### config.mk
export PLATFORM = sky130hd
export DESIGN_NAME = boton_debounce_flat
export DESIGN_NICKNAME = d
export VERILOG_FILES = /design/src/rtl/boton_debounce_pkg.sv /design/src/rtl/boton_debounce_if.sv /design/src/rtl/boton_debounce_channel.sv /design/src/rtl/boton_debounce.sv /design/src/flat_wrapper.sv
export SDC_FILE = /design/constraint.sdc
export NUM_CORES = 1
export LEC_CHECK = 0
export CAP_MARGIN = 20
export CORE_UTILIZATION = 50
export DETAILED_ROUTE_END_ITERATION = 10
export PLACE_DENSITY = 0.69
export SYNTH_ARGS = -nofsm -noshare
export SYNTH_HDL_FRONTEND = slang
export SYNTH_SLANG_ARGS = --single-unit
### constraint.sdc
create_clock -name i_clock -period 3.5 [get_ports i_clock]
set_input_delay 0.875 -clock i_clock [delete_from_list [all_inputs] [get_ports i_clock]]
set_output_delay 0.875 -clock i_clock [all_outputs]
set_load 0.01 [all_outputs]
### src/rtl/boton_debounce_pkg.sv
// Shared types and constants for the button/switch conditioning stage.
// Per-channel FSM encoding and button index assignments for the register bank.
package boton_debounce_pkg;

    typedef enum logic [1:0] {
        IDLE         = 2'd0,
        PRESS_WAIT   = 2'd1,
        PRESSED      = 2'd2,
        RELEASE_WAIT = 2'd3
    } db_state_e;

    localparam int BTN_A  = 0;
    localparam int BTN_B  = 1;
    localparam int BTN_OP = 2;

endpackage

### src/rtl/boton_debounce_if.sv
// Raw board inputs and conditioned outputs of the button/switch stage.
// The board/bench side is master, the conditioning block is slave.
interface boton_debounce_if #(
    parameter int N_BITS    = 8,
    parameter int N_BUTTONS = 3
);
    logic [N_BUTTONS-1:0] i_boton;
    logic [N_BITS-1:0]    i_switch;
    logic [N_BUTTONS-1:0] o_pulse;
    logic [N_BUTTONS-1:0] o_level;
    logic [N_BITS-1:0]    o_switch;

    modport master (
        output i_boton, i_switch,
        input  o_pulse, o_level, o_switch
    );

    modport slave (
        input  i_boton, i_switch,
        output o_pulse, o_level, o_switch
    );
endinterface

### src/rtl/boton_debounce_channel.sv
// One debounce channel: 4-state FSM with a stability counter.
// press_event is high in the single cycle the FSM commits to PRESSED from PRESS_WAIT.
module debounce_channel
    import boton_debounce_pkg::*;
#(
    parameter int DEBOUNCE_CYCLES = 1000000
) (
    input  logic i_clock,
    input  logic i_reset,
    input  logic sync_i,
    output logic level_o,
    output logic press_event_o
);
    localparam int CNT_BITS = $clog2(DEBOUNCE_CYCLES);
    localparam logic [CNT_BITS-1:0] CNT_LAST = CNT_BITS'(DEBOUNCE_CYCLES - 1);

    db_state_e           state_q, state_d;
    logic [CNT_BITS-1:0] cnt_q, cnt_d;
    logic                level_q, level_d;

    always_ff @(posedge i_clock) begin
        if (!i_reset) begin
            state_q <= IDLE;
            cnt_q   <= '0;
            level_q <= 1'b0;
        end else begin
            state_q <= state_d;
            cnt_q   <= cnt_d;
            level_q <= level_d;
        end
    end

    // The counter is only reloaded on WAIT entry and stops at CNT_LAST, so it never wraps.
    always_comb begin
        state_d = state_q;
        cnt_d   = cnt_q;
        case (state_q)
            IDLE: begin
                if (sync_i) begin
                    state_d = PRESS_WAIT;
                    cnt_d   = '0;
                end
            end
            PRESS_WAIT: begin
                if (!sync_i)              state_d = IDLE;
                else if (cnt_q == CNT_LAST) state_d = PRESSED;
                else                      cnt_d   = cnt_q + CNT_BITS'(1);
            end
            PRESSED: begin
                if (!sync_i) begin
                    state_d = RELEASE_WAIT;
                    cnt_d   = '0;
                end
            end
            RELEASE_WAIT: begin
                if (sync_i)               state_d = PRESSED;
                else if (cnt_q == CNT_LAST) state_d = IDLE;
                else                      cnt_d   = cnt_q + CNT_BITS'(1);
            end
            default: state_d = IDLE;
        endcase
    end

    always_comb begin
        press_event_o = (state_q == PRESS_WAIT) && (state_d == PRESSED);
        level_d       = (state_d == PRESSED) || (state_d == RELEASE_WAIT);
        level_o       = level_q;
    end
endmodule

### src/rtl/boton_debounce.sv
// Button/switch conditioning ahead of the ALU register bank: sync, debounce, one-hot pulse.
// Optional BOTON_DEBOUNCE_SWITCH_LATCH_EN: o_switch captured only when a pulse is issued.
module boton_debounce
    import boton_debounce_pkg::*;
#(
    parameter int N_BITS          = 8,
    parameter int N_BUTTONS       = 3,
    parameter int DEBOUNCE_CYCLES = 1000000
) (
    input  logic            i_clock,
    input  logic            i_reset,
    boton_debounce_if.slave bus
);
    logic [N_BUTTONS-1:0] boton_meta_q, boton_meta_d;
    logic [N_BUTTONS-1:0] boton_sync_q, boton_sync_d;
    logic [N_BITS-1:0]    switch_meta_q, switch_meta_d;
    logic [N_BITS-1:0]    switch_sync_q, switch_sync_d;
    logic [N_BUTTONS-1:0] pending_q, pending_d;
    logic [N_BUTTONS-1:0] pulse_q, pulse_d;
    logic [N_BUTTONS-1:0] press_event;
    logic [N_BUTTONS-1:0] level;
    logic [N_BUTTONS-1:0] grant;

    always_comb begin
        boton_meta_d  = bus.i_boton;
        boton_sync_d  = boton_meta_q;
        switch_meta_d = bus.i_switch;
        switch_sync_d = switch_meta_q;
    end

    always_ff @(posedge i_clock) begin
        if (!i_reset) begin
            boton_meta_q  <= '0;
            boton_sync_q  <= '0;
            switch_meta_q <= '0;
            switch_sync_q <= '0;
            pending_q     <= '0;
            pulse_q       <= '0;
        end else begin
            boton_meta_q  <= boton_meta_d;
            boton_sync_q  <= boton_sync_d;
            switch_meta_q <= switch_meta_d;
            switch_sync_q <= switch_sync_d;
            pending_q     <= pending_d;
            pulse_q       <= pulse_d;
        end
    end

    generate
        for (genvar gi = 0; gi < N_BUTTONS; gi++) begin : g_chan
            debounce_channel #(
                .DEBOUNCE_CYCLES(DEBOUNCE_CYCLES)
            ) u_chan (
                .i_clock       (i_clock),
                .i_reset       (i_reset),
                .sync_i        (boton_sync_q[gi]),
                .level_o       (level[gi]),
                .press_event_o (press_event[gi])
            );
        end
    endgenerate

    // Arbitrate over already-registered pending bits only; fresh events join next cycle.
    always_comb begin
        grant     = pending_q & (~pending_q + N_BUTTONS'(1));
        pulse_d   = grant;
        pending_d = (pending_q & ~grant) | press_event;
    end

    assign bus.o_pulse = pulse_q;
    assign bus.o_level = level;

`ifdef BOTON_DEBOUNCE_SWITCH_LATCH_EN
    logic [N_BITS-1:0] switch_out_q, switch_out_d;

    always_comb begin
        switch_out_d = (|pulse_d) ? switch_sync_q : switch_out_q;
    end

    always_ff @(posedge i_clock) begin
        if (!i_reset) switch_out_q <= '0;
        else          switch_out_q <= switch_out_d;
    end

    assign bus.o_switch = switch_out_q;
`else
    assign bus.o_switch = switch_sync_q;
`endif
endmodule

### src/flat_wrapper.sv
// flat-port wrapper written by rule: the top's interface ports become plain ports
module boton_debounce_flat import boton_debounce_pkg::*;
#(
    parameter int N_BITS          = 8,
    parameter int N_BUTTONS       = 3,
    parameter int DEBOUNCE_CYCLES = 1000000
)
  (i_clock, i_reset, bus_i_boton, bus_i_switch, bus_o_pulse, bus_o_level, bus_o_switch);
  boton_debounce_if #(.N_BITS(N_BITS), .N_BUTTONS(N_BUTTONS)) bus_i ();
  input  logic i_clock;
  input  logic i_reset;
  input wire logic [$bits(bus_i.i_boton)-1:0] bus_i_boton;
  input wire logic [$bits(bus_i.i_switch)-1:0] bus_i_switch;
  output wire logic [$bits(bus_i.o_pulse)-1:0] bus_o_pulse;
  output wire logic [$bits(bus_i.o_level)-1:0] bus_o_level;
  output wire logic [$bits(bus_i.o_switch)-1:0] bus_o_switch;
  assign bus_i.i_boton = bus_i_boton;
  assign bus_i.i_switch = bus_i_switch;
  assign bus_o_pulse = bus_i.o_pulse;
  assign bus_o_level = bus_i.o_level;
  assign bus_o_switch = bus_i.o_switch;
  boton_debounce #(.N_BITS(N_BITS), .N_BUTTONS(N_BUTTONS), .DEBOUNCE_CYCLES(DEBOUNCE_CYCLES)) u_core (.i_clock(i_clock), .i_reset(i_reset), .bus(bus_i));
endmodule
==> results.ini, run 1 <==
[cts]
post_cts_resized=0
cts_tree=yes
cts_sinks=97
cts_hold_buf=0
clock-root-buffer=clkbuf_8
numCtsBuffers=9
clk_pin_slew_ns=0.11
clk_latency_ns=0.37
cts_setup_buffers=0
cts_max_level=3
cts_buffer_depth=2

[timing]
skew_ns=0.01428
whs_ns=0.4431
tightest_slew_ns=0.8208
hold_viol=0
drv_slew=0
finalSetupViolations=0
timing.final.ws_setup_ns=1.268
fmaxAchievable_mhz=448.1
period_needed_ns=2.232
post-route-period-util=0.6377
rsz0062_at_grt=false
setup_tns_ns=0
slew_headroom=0.4489

[floorplan]
core_area_um2=7807
die_x_um=92.13
die_h_um=92.13
start_util=0.5202
rows=32
pin_count=27
dieArea_um2=8487

[pwr]
power.switching_uw=501.0
pwr-share-comb=0.036
power_density_nw_per_um2=421.5
internal-power_uw=1442
ir_drop_mv=0.2698
pwr-share-clk=0.386
switching_share=0.2578
share_seq_of_total_power=0.579
p_leak_uw=0.001610

[route]
firstDrtPassIters=5
wl_um=7240
final_antenna_net_count=0
num_vias=3019
drc=0
wl_per_cell_um=12.70
first_iter_violations=113
vias_per_cell=5.296

[global_route]
grt_overflow_total=0
antenna_found_initial=0
grt_pass1_wl_um=12760
grt_max_degree=30
first_global_vias=2781
grt_usage=0.1879

[place]
dpl_worst_slack_ns=0.8850
port_buffers=26
gp_congestion=0.7886
dpl_cell_area_um2=4395
hpwl_um=5083

[yosys]
synth_area_leaders=dfxtp_1 48%, xor2_1 8.0%, nor2_1 6.0%
ys_ff_latch=97
seq_area_frac_synth=0.4781
syn_nets=454
synth_cell_type_count=53
synth_edf_count=0
syn_inst=438
mappedNetlistArea_um2=4061
ys_warn_count=0
async_flop_share=0
syn_area_per_cell_um2=9.273
synth_top_area_frac=0.4781
synth_ff_type=dfxtp_1
yosys.area.top_type=dfxtp_1

[finish]
stdcell_area_um2=4611
layout-drive-gt1-share=0.08333
antennaDiodeCount=0
syn_to_final_growth_pct=13.52
nets=479
fillerInstances=695

[outcome]
status=finished, final reports clean

[worst_setup_path]
rrSetupSlack_ns=1.44
critPathRequiredTime_ns=3.81
start_kind=input port
crit_type=input port to flop
end_kind=flop
path_max_fanout=29
arrival_ns=2.54

[worst_hold_path]
min_path_type=flop to flop

[job]
maxCapViolCount=0

-- final timing paths --
kind / start / to / depth (start not counted)
hold reg to reg: u_core.switch_meta_q[2] / u_core.bus.o_switch[2] / 1
hold / removal: u_core.switch_meta_q[2] / u_core.bus.o_switch[2] / 1
setup reg to reg: u_core.g_chan[1].u_chan.cnt_q[0] / u_core.g_chan[1].u_chan.level_o / 6
setup / recovery: i_reset / u_core.g_chan[0].u_chan.cnt_q[19] / 4
-- power groups by stage --
stage	logic (µW)	clock network, µW	registers, µW
detailed placement	70.1	0	1150
CTS	70.2	769	1120
global placement	69.2	0	1150
finish	69.3	750	1120
floorplan	37.9	0	1150
global route	77.5	812	1130
-- Yosys cell counts, drive strengths merged, types with 2 or more instances --
| library cell | instances |
|---|---|
| nor3 | 10 |
| xnor2 | 9 |
| a31oi | 2 |
| dfxtp | 97 |
| o211ai | 4 |
| a21oi | 13 |
| inv | 5 |
| clkbuf | 8 |
| and2 | 25 |
| buf | 6 |
| nor2 | 65 |
| nor4 | 7 |
| o21ai | 20 |
| ha | 3 |
| o31ai | 2 |
| nand4 | 15 |
| or3 | 4 |
| nor3b | 2 |
| and3 | 8 |
| nor4b | 7 |
| nand2 | 33 |
| and4bb | 2 |
| and4 | 3 |
| nand3b | 5 |
| xor2 | 38 |
| nand3 | 29 |
| or4 | 2 |
-- metrics by stage --
| stage | total power, µW | std cells | util |
|---|---|---|---|
| 6_report | 1943 | 570 | 0.5905 |
| 5_1_grt | 2017 | 570 | 0.5905 |
| 4_1_cts | 1964 | 570 | 0.5905 |
| 3_5_place_dp | 1220 | 554 | 0.5630 |
| 3_3_place_gp | 1219 | 554 | 0.5630 |
| 2_1_floorplan | 1188 | 438 | - |
-- layer usage --
metal / track usage / part of all wire
met2: 0.2861 / 0.45
met1: 0.2588 / 0.51
met4: 0.06120 / 0.013
met5: 0 / 0
met3: 0.04892 / 0.031
-- cells by family (layout without fill, tap and decap cells) --
family,count (synthesis),count (layout),share of synthesized area
XOR/XNOR,47,47,0.1051
flip-flops,97,97,0.4781
adder cells (fa/ha/maj),3,3,0.009243
buffers and inverters,19,49,0.02156
AND/OR/NAND/NOR,221,221,0.3053
multiplexers,1,1,0.002465
AO/OA/AOI/OAI,50,50,0.07825
-- state kept, by name, summed over array words and instances (netlist names) --
name / count
u_core.bus.o_pulse: 3
u_core.pending_q: 3
u_core.boton_meta_q: 3
u_core.g_chan.u_chan.cnt_q: 60
u_core.g_chan.u_chan.level_o: 3
u_core.bus.o_switch: 8
u_core.boton_sync_q: 3
u_core.g_chan.u_chan.state_q: 6
u_core.switch_meta_q: 8
-- cells in the final DEF, fill, tap and decap left out, types with 2 or more instances in the layout --
cell             synthesis  final
nand4_1                 15     15
nor4b_1                  6      6
nor2_1                  65     65
or4_1                    2      2
o31ai_1                  2      2
nand2_1                 33     33
nand3b_1                 5      5
and4_1                   3      3
and3_1                   8      8
clkbuf_8                 0      9
o211ai_1                 4      4
clkinv_8                 0      3
o21ai_2                  4      4
a21oi_1                 13     13
and4bb_2                 2      2
xnor2_1                  8      8
or3_1                    4      4
inv_1                    5      5
xor2_1                  37     37
dfxtp_1                 97     97
nor3b_1                  2      2
nor4_4                   2      2
nor4_2                   4      4
and2_1                  25     25
buf_4                    4      2
o21ai_0                 16     16
nor3_1                   9      9
clkdlybuf4s50_1          0     26
inv_8                    0      3
ha_1                     3      3
nand3_1                 27     27
-- critical path, stage by stage --
cell and delay [ns]:
clkdlybuf4s50_1 0.70, buf_4 0.33, o21ai_2 0.28, o21ba_2 0.34
-- final cells by class --
type                    instances  area, µm²  share of cell area
inverters                       5      18.77            0.004071
multi-input cells             322       2032              0.4407
clock inverters                 7      91.34             0.01981
repair buffers                 28      275.3             0.05970
clock buffers                   9      123.9             0.02687
flip-flops and latches         97       1942              0.4212
well taps                     102      127.6             0.02768
Note: power is estimated with default switching activity, not from simulation.
==> inputs of run 2 (changes only) <==
--- a/config.mk
+++ b/config.mk
@@ -8,7 +8,7 @@
 export CAP_MARGIN = 20
 export CORE_UTILIZATION = 50
 export DETAILED_ROUTE_END_ITERATION = 10
-export PLACE_DENSITY = 0.69
+export PLACE_DENSITY = 0.72
 export SYNTH_ARGS = -nofsm -noshare
 export SYNTH_HDL_FRONTEND = slang
 export SYNTH_SLANG_ARGS = --single-unit
==> constraint.sdc (replaced) <==
create_clock -name i_clock -period 2.05 [get_ports i_clock]
set_input_delay 0.5125 -clock i_clock [delete_from_list [all_inputs] [get_ports i_clock]]
set_output_delay 0.5125 -clock i_clock [all_outputs]
set_load 0.01 [all_outputs]
==> results.ini, run 2 (synthesized netlist as in run 1, its figures left out) <==
[outcome]
status=finished, final reports clean

[route]
vias_per_cell=5.303
wl_um=7108
firstDrtPassIters=4
final_antenna_net_count=0
drc=0
num_vias=3060
wl_per_cell_um=12.32
first_iter_violations=70

[worst_setup_path]
arrival_ns=2.14
setup.worst_path.end=u_core.g_chan[1].u_chan.level_o
r2r_end=u_core.g_chan[1].u_chan.level_o
critPathRequiredTime_ns=2.30
cp_top_family=simple AND/OR/NAND/NOR gates
rr_worst_depth=6
crit_type=flop to flop
crit_start=u_core.g_chan[1].u_chan.cnt_q[0]
start_kind=flop
crit_chain=ha_1 -> nand3_1 -> nor4_2 -> and3_1 -> mux2i_1 -> nor2_1
path_max_fanout=5
crit_cells=6
end_kind=flop
max_stage_delay_ns=0.39
crit_buf_inv=0
cp_slowest_cell=dfxtp_1
regToRegStartpoint=u_core.g_chan[1].u_chan.cnt_q[0]
rrSetupSlack_ns=0.17

[timing]
hold_viol=0
period_needed_ns=1.885
whs_ns=0.4421
post-route-period-util=0.9193
drv_slew=0
slew_headroom=0.4681
tightest_slew_ns=0.7921
rsz0062_at_grt=false
finalSetupViolations=0
skew_ns=0.01329
setup_tns_ns=0
fmaxAchievable_mhz=530.6

[floorplan]
start_util=0.5202
pin_count=27
core_area_um2=7807
dieArea_um2=8487
rows=32
die_x_um=92.13
die_h_um=92.13

[finish]
antennaDiodeCount=0
fin_util=0.5950
largest_reg_flops=60
syn_to_final_growth_pct=14.39
fillerInstances=696
layout-drive-gt1-share=0.09684
nets=486
top_register=u_core.g_chan.u_chan.cnt_q
final_common_cell=dfxtp_1
stdcell_area_um2=4646
final_cell_mix=97 x dfxtp_1, 65 x nor2_1, 37 x xor2_1, 33 x nand2_1, 27 x nand3_1

[cts]
cts_hold_buf=0
clk_pin_slew_ns=0.10
post_cts_resized=0
cts_setup_buffers=0
cts_sinks=97
clock-root-buffer=clkbuf_8
numCtsBuffers=9
cts_buffer_depth=2
cts_max_level=3
cts_tree=yes
clk_latency_ns=0.37

[global_route]
grt_pass1_wl_um=12570
grt_max_degree=28
first_global_vias=2803
antenna_found_initial=0
grt_usage=0.1846
grt_overflow_total=0

[pwr]
power_density_nw_per_um2=699.0
p_leak_uw=0.001636
ir_drop_mv=0.4877

[place]
dpl_cell_area_um2=4448
port_buffers=26
hpwl_um=5065
gp_congestion=0.8204

[worst_hold_path]
min_path_type=flop to flop
whs_path_depth=1

[job]
maxCapViolCount=0

run 2: cell type report:
class,instances,area (µm²),share of cell area
multi-input cells,322,2032,0.4374
flip-flops and latches,97,1942,0.4180
clock inverters,7,73.82,0.01589
well taps,102,127.6,0.02747
repair buffers,35,327.8,0.07056
inverters,5,18.77,0.004040
clock buffers,9,123.9,0.02666
run 2: worst min-delay path by stage:
| stage | start | endpoint | slack (ns) |
|---|---|---|---|
| floorplan | u_core.switch_meta_q[2] | u_core.bus.o_switch[2] | 0.41 |
| finish | u_core.switch_meta_q[6] | u_core.bus.o_switch[6] | 0.44 |
| detailed placement | u_core.switch_meta_q[7] | u_core.bus.o_switch[7] | 0.42 |
| global route | u_core.switch_meta_q[1] | u_core.bus.o_switch[1] | 0.46 |
| CTS | u_core.switch_meta_q[6] | u_core.bus.o_switch[6] | 0.45 |
| global placement | u_core.switch_meta_q[2] | u_core.bus.o_switch[2] | 0.41 |
run 2: metal layers:
| layer | share of wire | global-route usage | vias up |
|---|---|---|---|
| met5 | 0 | 0 | - |
| met4 | 0.013 | 0.05469 | 0 |
| met3 | 0.035 | 0.05638 | 8 |
| met2 | 0.46 | 0.2942 | 48 |
| met1 | 0.49 | 0.2403 | 1416 |
| li1 | - | - | 1588 |
run 2: power by group:
part | switching [µW] | internal, µW | total (µW)
combinational | 66.4 | 60.9 | 127
clock | 723 | 479 | 1200
sequential | 11.4 | 1910 | 1920
total | 801 | 2450 | 3250
run 2: through the flow:
stage,total power [µW],instances,worst slack [ns]
after floorplan,2028,438,0.3453
after global placement,2089,561,0.1592
after detailed placement,2091,561,0.1538
after CTS,3290,577,0.1600
after global routing,3388,577,0.009402
final,3248,577,0.1654
